$ cat src/rtl/pulse_stretcher_pkg.sv
// Shared definitions for the pulse stretcher: FSM encoding and
// timer sizing helper.
package pulse_stretcher_pkg;

    typedef logic [1:0] state_t;

    localparam state_t ST_IDLE = 2'd0;
    localparam state_t ST_ON   = 2'd1;
    localparam state_t ST_GAP  = 2'd2;

    // Width needed to hold max(high, gap) - 1, never less than one bit.
    function automatic int tmr_w(input int high, input int gap);
        int m;
        int w;
        m = (high > gap) ? high : gap;
        w = $clog2(m);
        return (w < 1) ? 1 : w;
    endfunction

endpackage

$ cat src/rtl/pulse_stretcher_timer.sv
// Loadable down-counter that parks at zero; done flags the terminal
// count of the current ON or GAP phase.
module stretch_timer #(
    parameter int W = 1
) (
    input  logic         clk,
    input  logic         nrst,
    input  logic         load,
    input  logic [W-1:0] load_val,
    output logic         done
);

    logic [W-1:0] cnt_q;
    logic [W-1:0] cnt_d;

    always_comb begin
        cnt_d = cnt_q;
        if (load) begin
            cnt_d = load_val;
        end else if (cnt_q != '0) begin
            cnt_d = cnt_q - W'(1);
        end
    end

    always_ff @(posedge clk or negedge nrst) begin
        if (!nrst) begin
            cnt_q <= '0;
        end else begin
            cnt_q <= cnt_d;
        end
    end

    assign done = (cnt_q == '0);

endmodule

$ cat src/rtl/pulse_stretcher.sv
// Stretches single-cycle events into fixed-length high pulses, queueing
// events that arrive mid-stretch and replaying them with a low gap.
module pulse_stretcher
    import pulse_stretcher_pkg::*;
#(
    parameter int HIGH_CYCLES = 5_000_000,
    parameter int GAP_CYCLES  = 2_500_000,
    parameter int PEND_W      = 4
) (
    input  logic              clk,
    input  logic              nrst,
    input  logic              pulse_in,
    output logic              pulse_out,
    output logic              busy,
    output logic [PEND_W-1:0] pending,
    output logic              overflow
);

    localparam int TW = tmr_w(HIGH_CYCLES, GAP_CYCLES);

    localparam logic [TW-1:0] HI_LD  = TW'(HIGH_CYCLES - 1);
    localparam logic [TW-1:0] GAP_LD = TW'(GAP_CYCLES - 1);

    localparam logic [PEND_W-1:0] PEND_MAX = '1;

    state_t            state_q;
    state_t            state_d;
    logic [PEND_W-1:0] pend_q;
    logic [PEND_W-1:0] pend_d;
    logic              ovf_q;
    logic              ovf_d;
    logic              out_q;
    logic              out_d;
    logic              busy_q;

    logic              tmr_load;
    logic [TW-1:0]     tmr_val;
    logic              tmr_done;

    logic              pend_full;
    logic              gap_exit;
    logic              replay;

    stretch_timer #(
        .W (TW)
    ) u_timer (
        .clk      (clk),
        .nrst     (nrst),
        .load     (tmr_load),
        .load_val (tmr_val),
        .done     (tmr_done)
    );

    assign pend_full = (pend_q == PEND_MAX);
    assign gap_exit  = (state_q == ST_GAP) && tmr_done;

    // An event on the GAP-exit edge counts toward the replay decision.
    assign replay = pulse_in || (pend_q != '0);

    always_comb begin
        state_d  = state_q;
        pend_d   = pend_q;
        ovf_d    = ovf_q;
        out_d    = out_q;
        tmr_load = 1'b0;
        tmr_val  = HI_LD;

        case (state_q)
            ST_IDLE: begin
                if (pulse_in) begin
                    state_d  = ST_ON;
                    tmr_load = 1'b1;
                    tmr_val  = HI_LD;
                    out_d    = 1'b1;
                end
            end

            ST_ON: begin
                if (pulse_in) begin
                    if (pend_full) begin
                        ovf_d = 1'b1;
                    end else begin
                        pend_d = pend_q + PEND_W'(1);
                    end
                end
                if (tmr_done) begin
                    state_d  = ST_GAP;
                    tmr_load = 1'b1;
                    tmr_val  = GAP_LD;
                    out_d    = 1'b0;
                end
            end

            ST_GAP: begin
                if (gap_exit) begin
                    if (replay) begin
                        state_d  = ST_ON;
                        tmr_load = 1'b1;
                        tmr_val  = HI_LD;
                        out_d    = 1'b1;
                        if (!pulse_in) begin
                            pend_d = pend_q - PEND_W'(1);
                        end
                    end else begin
                        state_d = ST_IDLE;
                    end
                end else if (pulse_in) begin
                    if (pend_full) begin
                        ovf_d = 1'b1;
                    end else begin
                        pend_d = pend_q + PEND_W'(1);
                    end
                end
            end

            default: begin
                state_d = ST_IDLE;
                pend_d  = '0;
                out_d   = 1'b0;
            end
        endcase
    end

    always_ff @(posedge clk or negedge nrst) begin
        if (!nrst) begin
            state_q <= ST_IDLE;
            pend_q  <= '0;
            ovf_q   <= 1'b0;
            out_q   <= 1'b0;
            busy_q  <= 1'b0;
        end else begin
            state_q <= state_d;
            pend_q  <= pend_d;
            ovf_q   <= ovf_d;
            out_q   <= out_d;
            busy_q  <= (state_d != ST_IDLE);
        end
    end

    assign pulse_out = out_q;
    assign busy      = busy_q;
    assign pending   = pend_q;
    assign overflow  = ovf_q;

endmodule

$ cat config.mk
export PLATFORM = sky130hd
export DESIGN_NAME = pulse_stretcher
export DESIGN_NICKNAME = d
export VERILOG_FILES = /design/src/rtl/pulse_stretcher_pkg.sv /design/src/rtl/pulse_stretcher_timer.sv /design/src/rtl/pulse_stretcher.sv
export SDC_FILE = /design/constraint.sdc
export NUM_CORES = 1
export LEC_CHECK = 0
export BUFFER_PORTS_ARGS = -buffer_cell sky130_fd_sc_hd__buf_4
export CORE_MARGIN = 1.5
export CORE_UTILIZATION = 40
export CTS_CLUSTER_DIAMETER = 50
export CTS_CLUSTER_SIZE = 10
export DETAILED_ROUTE_END_ITERATION = 10
export PLACE_DENSITY = 0.63
export SLEW_MARGIN = 10
export SYNTH_ARGS = -nofsm -noshare
export SYNTH_HDL_FRONTEND = slang
export SYNTH_HIERARCHICAL = 1
export SYNTH_SLANG_ARGS = --single-unit
$ cat constraint.sdc
create_clock -name clk -period 4 [get_ports clk]
set_clock_uncertainty 0.15 [all_clocks]
set_input_delay 0.4 -clock clk [delete_from_list [all_inputs] [get_ports clk]]
set_output_delay 0.4 -clock clk [all_outputs]
set_load 0.02 [all_outputs]
### Yosys cells after proc, flatten, opt, wreduce, memory -nomap -nowiden

Cells that the tools add are included.

* logic and storage cells: 61
* output and inout bits: 7
* bits in registers: 32
* bits of input ports: 3

* equality and inequality tests: 10
* add/subtract/negate cells: 3
* reduce and logical (&&, ||, !) cells: 12
* muxes and demuxes: 29
* bitwise operators: 1

Operators by type and width (number)
* $mux W23: 4
* $logic_not A23 Y1: 1
* $reduce_bool A23 Y1: 1
* $sub A23 B1 Y23 const B: 1
* $mux W4: 5
* $mux W1: 12
* $pmux W4 S3: 1
* $ne A2 B2 Y1 const B: 5
* $mux W2: 3
* $ne A3 B3 Y1 const B: 2
* $pmux W1 S3: 2
* $pmux W2 S3: 1
* $reduce_bool A2 Y1: 3
* $add A4 B1 Y4 const B: 1
* $eq A4 B4 Y1 const B: 1
* $reduce_and A4 Y1: 1
* $reduce_bool A4 Y1: 1
* $sub A4 B1 Y4 const B: 1
* $reduce_and A3 Y1: 1
* $eq A2 B1 Y1 const B: 1
* $eq A2 B2 Y1 const B: 1
* $logic_not A2 Y1: 1
* $pmux W1 S2: 1
* $reduce_and A2 Y1: 1
* other kinds (3): 3

### Longest topological paths before layout

Gate-level depths: netlist (run 1).

* depth in word-level cells: 6
* gate-level depth with buffers: 13
* mapped depth without buffers: 10

### By module

The synthesis (run 1) kept the hierarchy.

Modules (own cells, without submodules)
* stretch_timer: instances 1, sequential area each 575.6 um^2, cells an instance 137, area an instance 1305.0 um^2
* pulse_stretcher: instances 1, sequential area each 225.2 um^2, cells an instance 74, area an instance 735.7 um^2

### Worst setup path after synthesis (run 1)

OpenSTA, ideal clock, no wires.

* path kind: flip-flop to flip-flop
* from: register u_timer.cnt_q[12]
* to: register u_timer.cnt_q[22]
* stages on the path, launching flop included: 10
* path slack: 0.758 ns
* setup time: 0.136 ns
* data required time: 3.714 ns
* buffers on the path: 2
* period minus slack after synthesis: 3.242 ns
* data arrival time: 2.956 ns
* path through: dfrtp_1 nor4_4 nand4_4 nor4_1 nand2_1 a2bb2oi_2 a21oi_1 clkbuf_1 clkbuf_1 o21ai_0

* longest elaborated chain between the ends: 5
* elaborated cells on any way between the ends: 12
* those cells by class: add/sub (1); mux (7); reduce/logical (4)

Ends and longest elaborated chain
* start, declared: line pulse_stretcher_timer.sv:13 `logic [W-1:0] cnt_q;`
* start signal, assigned: line pulse_stretcher_timer.sv:29 `cnt_q <= cnt_d;`
* $logic_not A23 Y1 (*): line pulse_stretcher_timer.sv:33 `assign done = (cnt_q == '0);`
* net tmr_done: line pulse_stretcher.sv:38 `logic tmr_done;`
* $logic_and A1 B1 Y1: line pulse_stretcher.sv:55 `assign gap_exit = (state_q == ST_GAP) && tmr_done;`
* $mux W1: line pulse_stretcher.sv:95 `if (gap_exit) begin`
* $pmux W1 S3 (*): line pulse_stretcher.sv:68 `case (state_q)`
* net tmr_load: line pulse_stretcher.sv:36 `logic tmr_load;`
* $mux W23 or $reduce_bool A2 Y1 (tied branches)

Mark *: on every way through the listed nets, which the timed path passes. The rest lies on a longest branch. The select of a mux whose other input is x is not followed.
A chain may end at the register's enable or synchronous reset.

### Worst setup path after layout (run 1)

* from: register u_timer.cnt_q[5]
* to: register u_timer.cnt_q[14]

Same word-level chain as after synthesis.

==> results of run 1 <==
-- where the power goes --
group / switching [mW] / internal, mW / leakage, nW
Sequential: 0.137 / 0.446 / 0.401
Clock: 0.118 / 0.140 / 0.0455
Combinational: 0.359 / 0.298 / 0.496
-- cell usage in the layout (no fill, tap or decap), types with 4 or more instances in the layout --
master,instances
nor4_1,5
conb_1,12
clkbuf_8,6
xor2_1,4
o21ai_0,17
nand2_1,27
xnor2_1,16
inv_1,7
dfrtp_1,32
o21ai_1,4
nor3_1,6
buf_4,11
ha_1,8
nand2b_1,5
o31ai_1,7
nor2_1,10
-- worst min path at each step --
| stage | start | slack [ns] | to |
|---|---|---|---|
| 4_1_cts | overflow | 0.34 | overflow |
| 5_1_grt | overflow | 0.35 | overflow |
| 6_report | overflow | 0.34 | overflow |
| 3_3_place_gp | nrst | 0.22 | u_timer/cnt_q[15] |
| 3_5_place_dp | nrst | 0.22 | u_timer/cnt_q[15] |
| 2_1_floorplan | nrst | -0.05 | busy |
-- registers in the layout, indices dropped and copies added (netlist names) --
signal / count
state_q: 2
pulse_out: 1
u_timer/cnt_q: 23
pending: 4
overflow: 1
busy: 1
-- per-stage QoR --
| stage | utilization, % | hold WS (ns) | total power, mW | cells | instance area, µm² |
|---|---|---|---|---|---|
| floorplan | - | -0.0456 | 1.09 | 221 | 2080 |
| global placement | 46.1 | 0.217 | 1.24 | 292 | 2220 |
| detailed placement | 46.1 | 0.217 | 1.24 | 292 | 2220 |
| CTS | 48.1 | 0.343 | 1.51 | 301 | 2320 |
| global route | 48.1 | 0.351 | 1.62 | 301 | 2320 |
| finish | 48.1 | 0.338 | 1.50 | 301 | 2320 |
-- layout make-up --
type / count / area share, %
clock buffer: 8 / 3.89
inverter: 7 / 1.13
multi-input combinational: 175 / 52.8
sequential: 32 / 34.5
tap: 67 / 3.62
timing repair buffer: 12 / 3.99
-- kinds of logic after synthesis --
group	Yosys count	share of synthesized area [%]
AND/OR/NAND/NOR	80	23.5
AO/OA/AOI/OAI	52	19.1
flip-flops	32	39.2
XOR/XNOR	20	8.58
buffers and inverters	14	2.76
adder cells (fa/ha/maj)	8	4.91
multiplexers	3	1.53
other	2	0.368
-- layer usage --
layer	routed length (µm)	GRT usage [%]
met4	17	6.67
met3	115	5.56
met5	0	0
met2	1900	24.8
met1	1970	20.8
==> results by group, run 1 <==
Global routing
  – Initial antenna violation count: 0
  – Global Route Usage Sum: around 16%
  – GR Overflow Total: 0
  – Vias in the first global route: between 1000 and 1500
  – Largest net degree at the start of global routing: 34
  – First-pass GRT wire length: around 6.6 mm

Run status
  – Status: finished, final reports clean

Job
  – Max-Cap Viols: 0

Clock tree
  – Setup bufs post-CTS: 0
  – CTS tree: yes
  – Number of buffers inserted by hold repair at cts: 1
  – Resize count post-CTS: 0
  – Cts bufs inserted: 5
  – CTS Buffer Depth: 2
  – Skew-Pair Late Insertion Delay: around 0.28 ns
  – Clock-pin slew on the worst setup and hold paths: about 0.07 ns
  – Clock sink total: 32
  – CTS Root Buffer Type: clkbuf_8
  – H-tree levels: 2

Yosys
  – Post-synth design cell area: 2040 µm²
  – Yosys cell types: 54
  – Asr flop ratio synth: 100%
  – Top FF cell, synth: dfrtp_1
  – Most instantiated cells after synthesis: dfrtp_1 (32), nand2_1 (27), o21ai_0 (17)
  – Count leader, synth: dfrtp_1
  – #FFs+latches synth: 32
  – Post-synth EDFFs: 0
  – Ys Warns: 6
  – Yosys top cell area share: between 30% and 40%
  – Synth area leaders: dfrtp_1 (39%), xnor2_1 (6.9%), nand2_1 (5.0%)
  – Seq/Total Area, Yosys: between 30% and 40%
  – Syn Inst Count: between 200 and 250
  – Dominant cell type by area after synthesis: dfrtp_1
  – Avg Inst Size Synth: 9.67 µm²

Timing
  – Worst slew margin: 58.7%
  – Final slew viol count: 0
  – Setup tns final: 0 ns
  – Min Tclk post-route: between 3 and 4 ns
  – Slew @ Worst Pin: ~0.61 ns
  – Unrepaired setup endpoints after global routing: false
  – Final worst slack: approximately 0.81 ns
  – # setup viols final: 0
  – Achievable frequency: ~310 MHz
  – Final Hold Fails: 0
  – Part of the cycle the worst path needs: about four fifths

Floorplan
  – Placeable Area: roughly 4800 µm²
  – Initial Util: between 40% and 50%
  – Chip Width: 74.4 µm
  – Die ar.: between 5000 and 6000 µm²
  – Height of the die: about 74 µm
  – Num rows: 25
  – IO Pins: 10

Worst setup path
  – Levels on crit path: 10
  – R2r setup slk: ~0.8 ns
  – CP Launch Point: u_timer/cnt_q[5]
  – FF-to-FF path depth: 10
  – Reg2reg end: u_timer/cnt_q[14]
  – CP Class: flip-flop to flip-flop
  – Slowest cell on crit path: dfrtp_1
  – R2r startpoint: u_timer/cnt_q[5]
  – Buf/Inv on CP: 2
  – Max FO, Critical Path: 33
  – Delay-heaviest family, CP: simple AND/OR/NAND/NOR gates
  – Worst path cell trace: nor4_2 > nand2b_1 > nor4_1 > buf_4 > nand2_1 > a2bb2oi_2 > a21oi_2 > buf_4 > or2_2 > o21ai_0
  – CP required: between 4 and 5 ns
  – Critical path arrival: between 3 and 4 ns
  – Crit path capture: u_timer/cnt_q[14]
  – CP endpoint kind: flip-flop
  – CP startpoint kind: flip-flop
  – Critical path's largest stage delay: between 0.4 and 0.5 ns
  – Most frequent cell on the critical path: buf_4

Place
  – Post-DP HPWL: between 2 and 3 mm
  – Final GP Congestion: 0.778
  – Buffers on Ports: 9
  – Worst slack, placed: about 0.80 ns

Detailed routing
  – Antenna viol nets, final: 0
  – Drt wl/cell: between 10 and 15 µm
  – Vias per cell: around 5
  – Drt total wl: roughly 4.0 mm
  – # DRC: 0
  – TritonRoute pass-1 iters: 4
  – DR iter-0 viols: approximately 120
  – Vias: between 1500 and 2000

Power and ir drop
  – Max VDD drop: 0.356 mV
  – Leakage: roughly 0.94 nW
  – Power density of the placed cells: 646 nW/µm²

Layout
  – Flip-flop and latch area: between 800 and 900 µm²
  – Layout Nets: 244
  – P&R area growth vs syn: 13.6%
  – Share of layout cells above drive strength 1: between 15 and 20%
  – Area occupied by multi-input gates: ~1200 µm²
  – Ant diodes: 0
  – Fillers: ~490

Min path
  – Hold depth: 1
  – Hold Path Class: flip-flop to flip-flop
Power figures use the tool's default switching activity.
==> run 2: changes to the inputs <==
ABC_AREA = 1   (was default)
PLACE_DENSITY = 0.65   (was 0.63)
clock period = 2.6 ns   (was 4 ns; I/O delays follow)
==> results by group, run 2 <==
Place
  – Buffers on Ports: 9 (unchanged)
  – Final GP Congestion: 0.926 (was 0.778)
  – Post-placement cell count: 439 (was 292)
  – Post-DP HPWL: 4.14 mm (was 2.76 mm)
  – DP Area: 2600 µm² (was 2220 µm²)

Power and ir drop
  – Register share of total power: 33.0% (was 38.9%)
  – Sw Ratio: 48.6% (was 41.0%)
  – Comb pwr share: 52.4% (was 43.9%)
  – Max VDD drop: 0.478 mV (was 0.356 mV)
  – Internal power: 1.40 mW (was 884 µW)
  – Power density of the placed cells: 992 nW/µm² (was 646 nW/µm²)
  – NetSw: 1.33 mW (was 614 µW)
  – Leakage: 1.39 nW (was 0.942 nW)
  – Clock share of power: 14.7% (was 17.2%)

Layout
  – Non-filler instance count after layout: 451 (was 301)
  – Fillers: 616 (was 488)
  – P&R area growth vs syn: 14.3% (was 13.6%)
  – Ant diodes: 0 (unchanged)
  – Final instance area: 2760 µm² (was 2320 µm²)
  – Share of layout cells above drive strength 1: 19.9% (was 15.4%)
  – Most frequent cells in the layout: nand2_1 (110), inv_1 (37), nor2_1 (34) (was dfrtp_1 (32), nand2_1 (27), o21ai_0 (17))
  – Layout Nets: 386 (was 244)
  – Max reg flops: 23 (unchanged)
  – Commonest non-fill, non-tap cell in the layout: nand2_1 (was dfrtp_1)
  – Top reg by flops: u_timer/cnt_q (unchanged)

Floorplan
  – Num rows: 28 (was 25)
  – Initial Util: 41.0% (was 42.4%)
  – Height of the die: 80.6 µm (was 74.4 µm)
  – Placeable Area: 5890 µm² (was 4820 µm²)
  – Die ar.: 6500 µm² (was 5540 µm²)
  – Chip Width: 80.6 µm (was 74.4 µm)
  – IO Pins: 10 (unchanged)

Yosys
  – Post-synth design cell area: 2410 µm² (was 2040 µm²)
  – Yosys top cell area share: 33.2% (was 39.2%)
  – Syn Inst Count: 347 (was 211)
  – Avg Inst Size Synth: 6.95 µm² (was 9.67 µm²)
  – Ys Warns: 6 (unchanged)
  – Dominant cell type by area after synthesis: dfrtp_1 (unchanged)
  – #FFs+latches synth: 32 (unchanged)
  – Asr flop ratio synth: 100% (unchanged)
  – Yosys cell types: 31 (was 54)
  – Count leader, synth: nand2_1 (was dfrtp_1)
  – Most instantiated cells after synthesis: nand2_1 (110), inv_1 (40), nor2_1 (35) (was dfrtp_1 (32), nand2_1 (27), o21ai_0 (17))
  – Seq/Total Area, Yosys: 33.2% (was 39.2%)
  – Post-synth EDFFs: 0 (unchanged)
  – Synth area leaders: dfrtp_1 (33%), nand2_1 (17%), inv_1 (6.2%) (was dfrtp_1 (39%), xnor2_1 (6.9%), nand2_1 (5.0%))
  – Top FF cell, synth: dfrtp_1 (unchanged)

Clock tree
  – Clock sink total: 32 (unchanged)
  – Cts bufs inserted: 5 (unchanged)
  – CTS Buffer Depth: 2 (unchanged)
  – H-tree levels: 2 (unchanged)
  – CTS Root Buffer Type: clkbuf_8 (unchanged)
  – CTS tree: yes (unchanged)
  – Clock-pin slew on the worst setup and hold paths: 0.08 ns (was 0.07 ns)
  – Skew-Pair Late Insertion Delay: 0.29 ns (was 0.28 ns)

Detailed routing
  – TritonRoute pass-1 iters: 4 (unchanged)
  – Vias per cell: 4.78 (was 5.04)
  – Vias: 2156 (was 1518)
  – Drt wl/cell: 12.3 µm (was 13.3 µm)
  – DR iter-0 viols: 113 (was 116)
  – # DRC: 0 (unchanged)
  – Drt total wl: 5.55 mm (was 4.00 mm)
  – Antenna viol nets, final: 0 (unchanged)

Timing
  – Part of the cycle the worst path needs: 93.1% (was 79.7%)
  – Setup tns final: 0 ns (unchanged)
  – # setup viols final: 0 (unchanged)
  – Achievable frequency: 413 MHz (was 314 MHz)
  – Min Tclk post-route: 2.42 ns (was 3.19 ns)
  – Final slew viol count: 0 (unchanged)
  – Final Hold Fails: 0 (unchanged)
  – Fin Hold WS: 0.174 ns (was 0.338 ns)

Worst setup path
  – CP required: 2.62 ns (was 4.01 ns)
  – Worst path cell trace: inv_2 > ha_2 > nand3_4 > nor2_4 > nand3_4 > inv_2 > nand2_2 > inv_2 > o21ai_1 > a31oi_2 > inv_2 > nand2_4 > inv_4 > nand2_1 > nand2_1 (was nor4_2 > nand2b_1 > nor4_1 > buf_4 > nand2_1 > a2bb2oi_2 > a21oi_2 > buf_4 > or2_2 > o21ai_0)
  – Max FO, Critical Path: 13 (was 33)
  – Most frequent cell on the critical path: inv_2 (was buf_4)
  – Slowest cell on crit path: dfrtp_1 (unchanged)
  – Critical path's largest stage delay: 0.41 ns (about the same)
  – CP startpoint kind: flip-flop (unchanged)
  – CP endpoint kind: flip-flop (unchanged)
  – CP Class: flip-flop to flip-flop (unchanged)
  – Critical path arrival: 2.44 ns (was 3.19 ns)

Global routing
  – GR Overflow Total: 0 (unchanged)
  – First-pass GRT wire length: 9.27 mm (was 6.64 mm)
  – Global Route Usage Sum: 18.7% (was 16.2%)
  – Vias in the first global route: 2023 (was 1415)
  – Largest net degree at the start of global routing: 33 (was 34)
  – Initial antenna violation count: 0 (unchanged)

Job
  – Max-Cap Viols: 0 (unchanged)

Run status
  – Status: finished, final reports clean (unchanged)

Min path
  – Hold Path Class: input port to flip-flop (was flip-flop to flip-flop)
-- run 2: per-stage QoR --
stage | util, % | setup slack (ns) | total power, mW
after floorplan | - | 0.0223 | 1.94
after global placement | 44.2 | 0.217 | 2.27
after detailed placement | 44.2 | 0.132 | 2.28
after CTS | 45.9 | 0.113 | 2.69
after global routing | 46.8 | -0.00836 | 2.97
final | 46.8 | 0.178 | 2.73
-- run 2: final timing paths --
| kind | start | end | slack [ns] | cells past startpoint |
|---|---|---|---|---|
| max | u_timer/cnt_q[0] | u_timer/cnt_q[13] | 0.18 | 15 |
| min reg2reg | overflow | overflow | 0.35 | 1 |
| min | pulse_in | overflow | 0.17 | 3 |
| min in group asynchronous | nrst | u_timer/cnt_q[9] | 0.29 | 2 |
| max in group asynchronous | nrst | u_timer/cnt_q[15] | 1.70 | 2 |
| max reg2reg | u_timer/cnt_q[0] | u_timer/cnt_q[13] | 0.18 | 15 |
-- run 2: cell type report --
type | count | area, µm² | area share (%)
multi-input cells | 275 | 1470 | 53.2
clock inverters | 3 | 23.8 | 0.863
flip-flops and latches | 32 | 801 | 29.1
inverters | 44 | 168 | 6.09
repair buffers | 17 | 134 | 4.86
well taps | 75 | 93.8 | 3.41
clock buffers | 5 | 68.8 | 2.50
-- run 2: timing repair --
| item | CTS | global route |
|---|---|---|
| endpoints found under the setup margin | 0 | 23 |
| endpoints found under the hold margin | 32 | 0 |
| setup buffers | 0 | 2 |
| resized for setup | 0 | 11 |
| hold buffers | 1 | 0 |
-- run 2: critical path, delay by kind of cell (launching register included) --
kind                     cells  cell delay, ns
flip-flops                   1            0.41
AO/OA/AOI/OAI                2            0.35
AND/OR/NAND/NOR              7            0.69
adder cells (fa/ha/maj)      1            0.20
buffers and inverters        5            0.48
-- run 2: cell families after synthesis --
logic type,count (synthesis),share of synthesized area [%]
simple gates,211,41.7
buf+inv,50,8.87
compound gates,32,7.37
flops,32,33.2
xor+xnor,12,4.36
fa+ha+maj,8,4.15
other cells,2,0.311
-- run 2: power groups by stage --
| stage | logic, mW | clock network, mW | registers, mW |
|---|---|---|---|
| 2_1_floorplan | 1.06 | 0 | 0.884 |
| 3_3_place_gp | 1.37 | 0 | 0.898 |
| 3_5_place_dp | 1.38 | 0 | 0.900 |
| 4_1_cts | 1.39 | 0.412 | 0.893 |
| 5_1_grt | 1.62 | 0.427 | 0.924 |
| 6_report | 1.43 | 0.401 | 0.901 |
-- run 2: per-layer routing --
| metal | GRT usage, % | vias up | routed length (µm) |
|---|---|---|---|
| li1 | - | 1127 | - |
| met1 | 24.8 | 981 | 2660 |
| met2 | 30.8 | 40 | 2610 |
| met3 | 2.73 | 8 | 186 |
| met4 | 6.72 | 0 | 96 |
| met5 | 0 | - | 0 |
